## src/rtl/sort4_controller_pkg.sv

```systemverilog
// Shared definitions for the 4-element bubble-sort controller: FSM encoding
// and element/count sizing used by the top level and the comparator.
package sort4_controller_pkg;

    typedef enum logic [1:0] {
        IDLE = 2'd0,
        SORT = 2'd1,
        DONE = 2'd2
    } state_t;

    localparam int N_ELEM    = 4;
    localparam int ELEM_W    = 4;
    localparam int MAX_SWAPS = 6;
    // Width needed to count 0..MAX_SWAPS swaps.
    localparam int SWAPS_W   = $clog2(MAX_SWAPS + 1);

endpackage

```

## src/rtl/sort4_controller_cmp.sv

```systemverilog
// Unsigned 4-bit magnitude comparator producing one-hot greater/equal/less.
module sort4_controller_cmp
    import sort4_controller_pkg::*;
(
    input  logic [ELEM_W-1:0] a,
    input  logic [ELEM_W-1:0] b,
    output logic              gt,
    output logic              eq,
    output logic              lt
);

    assign gt = (a > b);
    assign eq = (a == b);
    assign lt = (a < b);

endmodule

```

## src/rtl/sort4_controller.sv

```systemverilog
// Sequential bubble sort of four 4-bit values. One compare (and optional swap)
// per cycle through a single shared comparator, with early exit on the first
// pass that makes no swap. DESCEND selects the sort direction.
module sort4_controller
    import sort4_controller_pkg::*;
#(
    parameter int DESCEND = 0
) (
    input  logic              clk,
    input  logic              rst,
    input  logic              start,
    input  logic [ELEM_W-1:0] din0,
    input  logic [ELEM_W-1:0] din1,
    input  logic [ELEM_W-1:0] din2,
    input  logic [ELEM_W-1:0] din3,
    output logic [ELEM_W-1:0] dout0,
    output logic [ELEM_W-1:0] dout1,
    output logic [ELEM_W-1:0] dout2,
    output logic [ELEM_W-1:0] dout3,
    output logic              busy,
    output logic              done,
    output logic [2:0]        swaps
);

    localparam bit DESC_MODE = (DESCEND != 0);

    state_t              state_reg, state_next;
    logic [ELEM_W-1:0]   dout_reg [N_ELEM];
    logic [ELEM_W-1:0]   din_arr  [N_ELEM];
    logic [SWAPS_W-1:0]  swaps_reg, swaps_next;
    logic [1:0]          pass_reg, pass_next;
    logic [1:0]          idx_reg, idx_next;
    logic                flag_reg, flag_next;

    logic [1:0]          idx_plus1;
    logic [ELEM_W-1:0]   cmp_a, cmp_b;
    logic                cmp_gt, cmp_eq, cmp_lt;
    logic                load;
    logic                do_swap;
    logic                last_idx;
    logic                pass_swapped;

    assign din_arr[0] = din0;
    assign din_arr[1] = din1;
    assign din_arr[2] = din2;
    assign din_arr[3] = din3;

    // Operands for the shared comparator are the adjacent pair selected by idx.
    assign idx_plus1 = idx_reg + 2'd1;
    assign cmp_a     = dout_reg[idx_reg];
    assign cmp_b     = dout_reg[idx_plus1];

    sort4_controller_cmp u_cmp (
        .a  (cmp_a),
        .b  (cmp_b),
        .gt (cmp_gt),
        .eq (cmp_eq),
        .lt (cmp_lt)
    );

    // Equal pairs never swap, which keeps the sort stable.
    assign load         = (state_reg == IDLE) && start;
    assign do_swap      = (state_reg == SORT) && !cmp_eq && (DESC_MODE ? cmp_lt : cmp_gt);
    // Pass p ends at idx = 2 - p.
    assign last_idx     = (idx_reg == (2'd2 - pass_reg));
    assign pass_swapped = flag_reg | do_swap;

    // Per-element working register: load on accept, exchange on swap.
    genvar gi;
    generate
        for (gi = 0; gi < N_ELEM; gi++) begin : g_elem
            logic [ELEM_W-1:0] elem_next;

            // Select the element's next value from load data or the swapped pair.
            always_comb begin
                elem_next = dout_reg[gi];
                if (load) begin
                    elem_next = din_arr[gi];
                end else if (do_swap) begin
                    if (idx_reg == 2'(gi)) begin
                        elem_next = cmp_b;
                    end else if (idx_plus1 == 2'(gi)) begin
                        elem_next = cmp_a;
                    end
                end
            end

            // Element storage, cleared immediately by reset.
            always_ff @(posedge clk or posedge rst) begin
                if (rst) begin
                    dout_reg[gi] <= '0;
                end else begin
                    dout_reg[gi] <= elem_next;
                end
            end
        end
    endgenerate

    // Next-state, pass/index sequencing and swap counting.
    always_comb begin
        state_next = state_reg;
        swaps_next = swaps_reg;
        pass_next  = pass_reg;
        idx_next   = idx_reg;
        flag_next  = flag_reg;
        case (state_reg)
            IDLE: begin
                if (start) begin
                    state_next = SORT;
                    swaps_next = '0;
                    pass_next  = 2'd0;
                    idx_next   = 2'd0;
                    flag_next  = 1'b0;
                end
            end
            SORT: begin
                if (do_swap) begin
                    swaps_next = swaps_reg + 1'b1;
                end
                if (last_idx) begin
                    // Finish on a swap-free pass or after the final pass.
                    if (!pass_swapped || pass_reg == 2'd2) begin
                        state_next = DONE;
                    end else begin
                        pass_next = pass_reg + 2'd1;
                        idx_next  = 2'd0;
                        flag_next = 1'b0;
                    end
                end else begin
                    idx_next  = idx_plus1;
                    flag_next = pass_swapped;
                end
            end
            DONE: begin
                state_next = IDLE;
            end
            default: begin
                state_next = IDLE;
            end
        endcase
    end

    // Control registers with asynchronous reset.
    always_ff @(posedge clk or posedge rst) begin
        if (rst) begin
            state_reg <= IDLE;
            swaps_reg <= '0;
            pass_reg  <= 2'd0;
            idx_reg   <= 2'd0;
            flag_reg  <= 1'b0;
        end else begin
            state_reg <= state_next;
            swaps_reg <= swaps_next;
            pass_reg  <= pass_next;
            idx_reg   <= idx_next;
            flag_reg  <= flag_next;
        end
    end

    assign dout0 = dout_reg[0];
    assign dout1 = dout_reg[1];
    assign dout2 = dout_reg[2];
    assign dout3 = dout_reg[3];
    assign swaps = swaps_reg;
    assign busy  = (state_reg != IDLE);
    assign done  = (state_reg == DONE);

endmodule

```

## config.mk

```make
export PLATFORM = sky130hd
export DESIGN_NAME = sort4_controller
export DESIGN_NICKNAME = d
export VERILOG_FILES = /design/src/rtl/sort4_controller_pkg.sv /design/src/rtl/sort4_controller_cmp.sv /design/src/rtl/sort4_controller.sv
export SDC_FILE = /design/constraint.sdc
export NUM_CORES = 1
export LEC_CHECK = 0
export ABC_AREA = 1
export CORE_ASPECT_RATIO = 0.5
export CORE_MARGIN = 1.5
export CORE_UTILIZATION = 52
export DETAILED_ROUTE_END_ITERATION = 10
export GPL_ROUTABILITY_DRIVEN = 0
export PLACE_DENSITY_LB_ADDON = 0.2
export SLEW_MARGIN = 25
export SYNTH_ARGS = -nofsm -noshare
export SYNTH_HDL_FRONTEND = slang
export SYNTH_SLANG_ARGS = --single-unit
```

## constraint.sdc

```tcl
create_clock -name clk -period 3.8 [get_ports clk]
set_clock_uncertainty 0.2 [all_clocks]
set_input_delay 0.76 -clock clk [delete_from_list [all_inputs] [get_ports clk]]
set_output_delay 0.76 -clock clk [all_outputs]
set_load 0.02 [all_outputs]
```

==> results of run 1 <==
-- metal layers --
metal | up-vias | global-route usage, %
met4 | 0 | 10.0
met5 | - | 0
li1 | 1024 | -
met2 | 78 | 40.0
met3 | 14 | 9.05
met1 | 940 | 34.7
-- logic make-up (layout without fill, tap and decap cells) --
group	Yosys count	count (layout)	share of synthesized area, %
xor+xnor	2	2	0.833
buf+inv	40	77	9.22
simple gates	205	205	44.6
flops	26	26	30.9
compound gates	22	22	8.45
fa+ha+maj	10	10	5.95
-- cell usage after synthesis, drive strengths merged --
library cell / number / area (µm²)
nand2: 159 / 688
inv: 31 / 124
nand3: 31 / 175
dfrtp: 26 / 651
nor2: 14 / 70.1
o21ai: 13 / 114
ha: 10 / 125
buf: 6 / 55.1
a21oi: 5 / 32.5
clkinv: 3 / 15.0
o211ai: 3 / 22.5
xnor2: 2 / 17.5
nor3: 1 / 5.00
o2bb2ai: 1 / 8.76
-- through the flow --
stage / area [µm²] / util [%] / hold slack [ps] / std cells
finish: 2560 / 65.9 / 290 / 396
global route: 2560 / 65.9 / 336 / 396
CTS: 2560 / 65.9 / 298 / 396
detailed placement: 2510 / 64.5 / 277 / 392
global placement: 2510 / 64.5 / 267 / 392
floorplan: 2100 / - / 242 / 305
-- critical path: stages, from the launching register on --
cell and delay [ps]:
dfrtp_1 830, inv_6 170, ha_1 450, inv_1 170, nand3_1 100, nand2_1 160, inv_1 110, ha_1 290
nand2_1 50, nor2_1 170, nor2_4 60, nand2_4 100, nand2_8 100, o21ai_4 110, clkinv_2 100, nand2_1 70
nand2_1 50
-- worst paths after layout --
kind,start,cells after the start,endpoint
worst max-delay path,idx_reg[0],16,dout0[0]
worst min-delay path,pass_reg[1],2,pass_reg[1]
worst max register to register,idx_reg[0],16,dout0[0]
worst min register to register,pass_reg[1],2,pass_reg[1]
max in group asynchronous,rst,2,dout0[1]
min in group asynchronous,rst,2,pass_reg[1]
-- final cells by class --
type                            count  area share (%)
Timing Repair Buffer               39            15.2
Tap cell                           54            2.64
Clock buffer                        4            2.15
Multi-Input combinational cell    239            49.1
Sequential cell                    26            25.4
Inverter                           34            5.42
-- layout by cell type (no fill, tap or decap), types with 4 or more instances in the layout --
cell	instances
clkbuf_8	4
clkdlybuf4s50_1	39
dfrtp_1	26
ha_1	10
inv_1	25
inv_2	4
nand2_1	136
nand2_2	18
nand2_4	4
nand3_1	27
nand3_2	4
nor2_1	11
o21ai_1	5
o21ai_4	4
==> metrics.cfg, run 1 <==
[run_status]
outcome=finished clean

[die]
fp-row-count=16
core_region_area_mm2=0.00388
fp.dieArea_mm2=0.00446
ios=40
die_h_um=48.0
start_util_pct=54.2
die_w_um=92.9

[sta]
finalCriticalPeriod_ps=3400
rsz0062_at_grt=false
post-route-period-util_pct=89.5
max_freq_mhz=294
fin_tns_setup_ps=0
slew_headroom_pct=50.9
finalSetupViolations=0
finalWorstSetupSlack_ps=397
hold_violations=0
tightest_slew_ps=736
report.final.slew_viol_count=0

[cells_and_area]
antenna_cells=0
nNetsFinal=372
num-fill-cells=345
drive_gt1_share_pct=14.6
multi_input_area_mm2=0.00126
syn_to_final_growth_pct=21.8
seq_area_um2=651

[global_route]
grt_max_degree=27
grt_use_total_pct=26.1
grt.overflow.total=0
antenna_found_initial=0
grt_pass1_wl_um=8620
grt_pass1_vias=1876

[cts]
cts_tree=done
cts_resized=0
clock_sinks=26
cts_buffers=3
h-tree-depth=1
clk_latency_ps=270
cts.clk_slew.worst_paths_ps=90
post_cts_buffers=0
ctsRootBufferMaster=clkbuf_8
clock_path_buffers=2
cts_hold_buffers=0

[logic_synthesis]
avgSynthCellArea_um2=6.90
syn_inst=305
ys_types=28
syn-num-nets=334
synth_seq_cells=26
synth_area_mm2=0.00210
ys_seq_area_share_pct=30.9
ys.warnings.count=0

[routing]
drt-pass1-iter-count=4
via_per_inst=5.19
highest_layer=met4
drc=0
met1_length_um=2520
via_count=2056
wl_met3_um=438
wl_per_cell_um=13.4
drt_iter0_markers=162
final_antenna_net_count=0
wl_met2_um=2270
postRouteWirelength_um=5310

[critical_path]
crit_path_end_kind=register
critPathKind=reg -> reg
reg2reg_slack_ps=400
cp.arrival_ps=3370
cp.required_ps=3770
crit_fanout=21
critPathLaunchType=register

[place]
port_buffers=39
place_ws_ps=468
dpl.hpwl_um=4180

[worst_hold_path]
hp-class=reg -> reg

[flow_run]
cap_violations=0

Power of run 1 is left out: the tool's default activity adds up to more than one toggle a clock period on the data nets, which glitch-free logic cannot reach.
==> run 2, diff against run 1 <==
CORE_UTILIZATION = 45   (was 52)
==> run 2 against run 1 <==
  * Critical path depth is the same
  * Non-clock buffer count up 1
  * Count of clock-buffer cells in the layout unchanged
  * Hold slack worse by 5.6 ps
  * Highest routed layer unchanged
==> metrics.cfg, run 2 (synthesized netlist as in run 1, its figures left out) <==
[run_status]
outcome=finished clean

[global_route]
grt_use_total_pct=22.6
grt.overflow.total=0
grt_pass1_wl_um=8980
grt_pass1_vias=1885
antenna_found_initial=0
grt_max_degree=27

[routing]
drc=0
final_antenna_net_count=0
drt-pass1-iter-count=5
wl_per_cell_um=13.6
postRouteWirelength_um=5440
via_per_inst=5.11
via_count=2044
drt_iter0_markers=195

[die]
fp-row-count=17
fp.dieArea_mm2=0.00512
start_util_pct=47.3
ios=40
die_w_um=99.7
core_region_area_mm2=0.00445
die_h_um=51.3

[critical_path]
critPathLaunchType=register
cp.arrival_ps=3060
crit_fanout=9
cp.required_ps=3770
worstSetupStartpoint=idx_reg[1]
critPathKind=reg -> reg
crit_path_end_kind=register
reg2reg_from=idx_reg[1]

[cts]
clock_path_buffers=2
cts_hold_buffers=0
cts_resized=0
cts.clk_slew.worst_paths_ps=90
h-tree-depth=1
cts_tree=done
ctsRootBufferMaster=clkbuf_8
post_cts_buffers=0
clock_sinks=26
clk_latency_ps=270
cts_buffers=3

[cells_and_area]
antenna_cells=0
mostFrequentLayoutCell=nand2_1
design_area_mm2=0.00257
drive_gt1_share_pct=14.9
syn_to_final_growth_pct=22.3
stdcell_count=400
nNetsFinal=373
layout_common_cells=nand2_1 (136), clkdlybuf4s50_1 (39), nand3_1 (27)

[sta]
hold_ws_ps=285
finalCriticalPeriod_ps=3090
tightest_slew_ps=564
hold_violations=0
max_freq_mhz=324
rsz0062_at_grt=false
post-route-period-util_pct=81.3
finalSetupViolations=0
slew_headroom_pct=62.3
fin_tns_setup_ps=0
report.final.slew_viol_count=0

[worst_hold_path]
hp-class=reg -> reg
worstHoldStart=flag_reg

[place]
dpl.hpwl_um=4280
placed_area_mm2=0.00252
dp_cells=396
port_buffers=39

[flow_run]
cap_violations=0

[run 2: changes by cell type in the layout (fill, tap and decap cells not counted), sizes merged]
cell / previous run / this run
buf: 0 / 1
[run 2: per-stage QoR]
step                      worst slack (ps)  utilization [%]
after floorplan                       1080                -
final                                  711             57.9
after CTS                              759             57.9
after detailed placement               785             56.6
after global routing                   510             57.9
after global placement                 880             56.6
[run 2: per-layer routing]
layer | wire length [µm] | up-vias | track usage (%)
li1 | - | 1023 | -
met1 | 2690 | 930 | 32.9
met2 | 2290 | 83 | 33.8
met3 | 421 | 8 | 5.61
met4 | 40 | 0 | 4.46
met5 | 0 | - | 0
[run 2: critical path, stage by stage (launching register included)]
cell and delay (ps):
dfrtp_1 550, inv_1 190, ha_1 410, inv_1 160
nand3_1 90, nand2_1 140, inv_1 110, ha_1 290
nand2_1 50, nor2_1 170, nor2_4 60, nand2_4 100
nand2_8 100, o21ai_4 110, clkinv_2 110, nand2_1 80
nand2_1 50
[run 2: layout make-up]
class                      count  area, µm²
sequential                    26        651
inverter                      34        139
multi-input combinational    239       1260
timing repair buffer          40        398
tap                           57       71.3
clock buffer                   4       55.1
fill                         421       1870
[run 2: worst paths after layout]
path	depth (start not counted)	slack, ps	end
worst max-delay path	16	710	dout0[1]
worst min-delay path	2	280	flag_reg
worst max register to register	16	710	dout0[1]
worst min register to register	2	280	flag_reg
max in group asynchronous	2	2380	dout0[3]
min in group asynchronous	2	650	idx_reg[0]
Power of run 2 is left out for the same reason.
==> run 3, diff against run 2 <==
clock period = 2.5 ns   (was 3.8 ns; I/O delays follow)
==> run 3 against run 2 <==
  * Via count grew 8.0%
  * Fmax is 27% higher
  * Die area unchanged
  * Sequential share of layout area decreased by 3.0 points
  * Sequential cell count did not move
  * First-iteration DRC count decreased by 15%
  * Critical path depth did not move
==> metrics.cfg, run 3 (synthesized netlist as in run 1, its figures left out) <==
[routing]
postRouteWirelength_um=6120
drc=0
wl_per_cell_um=14.6
via_per_inst=5.28
drt_iter0_markers=165
final_antenna_net_count=0
drt-pass1-iter-count=5
via_count=2208

[critical_path]
reg2reg_depth=16
reg2reg_slack_ps=70
cp.arrival_ps=2410
cp.required_ps=2480
critPathKind=reg -> reg
critPathLaunchType=register
crit_fanout=6
crit_path_end_kind=register

[global_route]
grt_max_degree=27
grt_pass1_vias=1871
grt.overflow.total=0
grt_pass1_wl_um=9100
grt_use_total_pct=23.4
antenna_found_initial=0

[cells_and_area]
drive_gt1_share_pct=26.6
nNetsFinal=391
antenna_cells=0
syn_to_final_growth_pct=39.1
layout_common_cells=nand2_1 (126), clkdlybuf4s50_1 (39), dfrtp_1 (25)
design_area_mm2=0.00293
final_core_util_pct=65.8
mostFrequentLayoutCell=nand2_1

[worst_hold_path]
hp-class=reg -> reg
min_path_cells=2

[die]
start_util_pct=47.3
die_h_um=51.3
fp-row-count=17
fp.dieArea_mm2=0.00512
ios=40
core_region_area_mm2=0.00445
die_w_um=99.7

[sta]
finalCriticalPeriod_ps=2430
hold_ws_ps=288
report.final.slew_viol_count=0
hold_violations=0
finalSetupViolations=0
post-route-period-util_pct=97.2
tightest_slew_ps=435
slew_headroom_pct=71.0
max_freq_mhz=411

[cts]
clk_latency_ps=280
cts_tree=done
cts_buffers=3
ctsRootBufferMaster=clkbuf_8
cts.clk_slew.worst_paths_ps=90
h-tree-depth=1
clock_sinks=26
clock_path_buffers=2

[place]
port_buffers=39
dpl.hpwl_um=4320
placed_area_mm2=0.00266

[run_status]
outcome=finished clean

[flow_run]
cap_violations=0

==> run 3: cell types whose count changed in the layout (fill, tap and decap cells not counted), sizes merged <==
cell / previous run / this run
buf: 1 / 19
clkinv: 3 / 1
inv: 31 / 33
==> run 3: per-layer routing <==
layer	GRT usage, %	routed length, µm	up-vias
met4	4.23	73	0
met2	37.4	2760	112
met5	0	0	-
li1	-	-	1065
met3	4.38	536	10
met1	33.4	2750	1021
==> run 3: worst paths after layout <==
check | start | to
worst max-delay path | idx_reg[0] | dout0[0]
worst min-delay path | flag_reg | flag_reg
worst max register to register | idx_reg[0] | dout0[0]
worst min register to register | flag_reg | flag_reg
max in group asynchronous | rst | idx_reg[0]
min in group asynchronous | rst | dout2[2]
==> run 3: layout make-up <==
type	count	area, µm²
tap	57	71.3
fill	354	1520
timing repair buffer	58	552
inverter	34	153
sequential	26	652
multi-input combinational	239	1440
clock buffer	4	55.1
==> run 3: metrics by stage <==
step,worst slack (ps),cells,TNS (ps)
floorplan,11.8,305,0
global placement,40.6,403,0
detailed placement,-10.7,403,-10.7
CTS,14.7,407,0
global route,-38.0,418,-282
finish,68.8,418,0
==> run 3: worst max-delay path: stages, from the launching register on <==
cell and delay, ps:
dfrtp_2 420, clkinv_4 80, ha_4 350, inv_8 70, nand3_4 90, nand2_4 70, ha_4 290, nand2_4 60
inv_2 40, nand2_1 50, nand2_2 80, nand2_4 80, nand2_8 120, o21ai_4 90, buf_4 140, nand2_1 50
nand2_1 50
==> run 3: timing repair <==
item | in CTS | in global routing
setup endpoints to repair | 5 | 22
gates resized for setup | 3 | 34
hold buffers | 0 | 0
setup buffers | 0 | 11
pin swaps | 0 | 12
Power of run 3 is left out for the same reason.
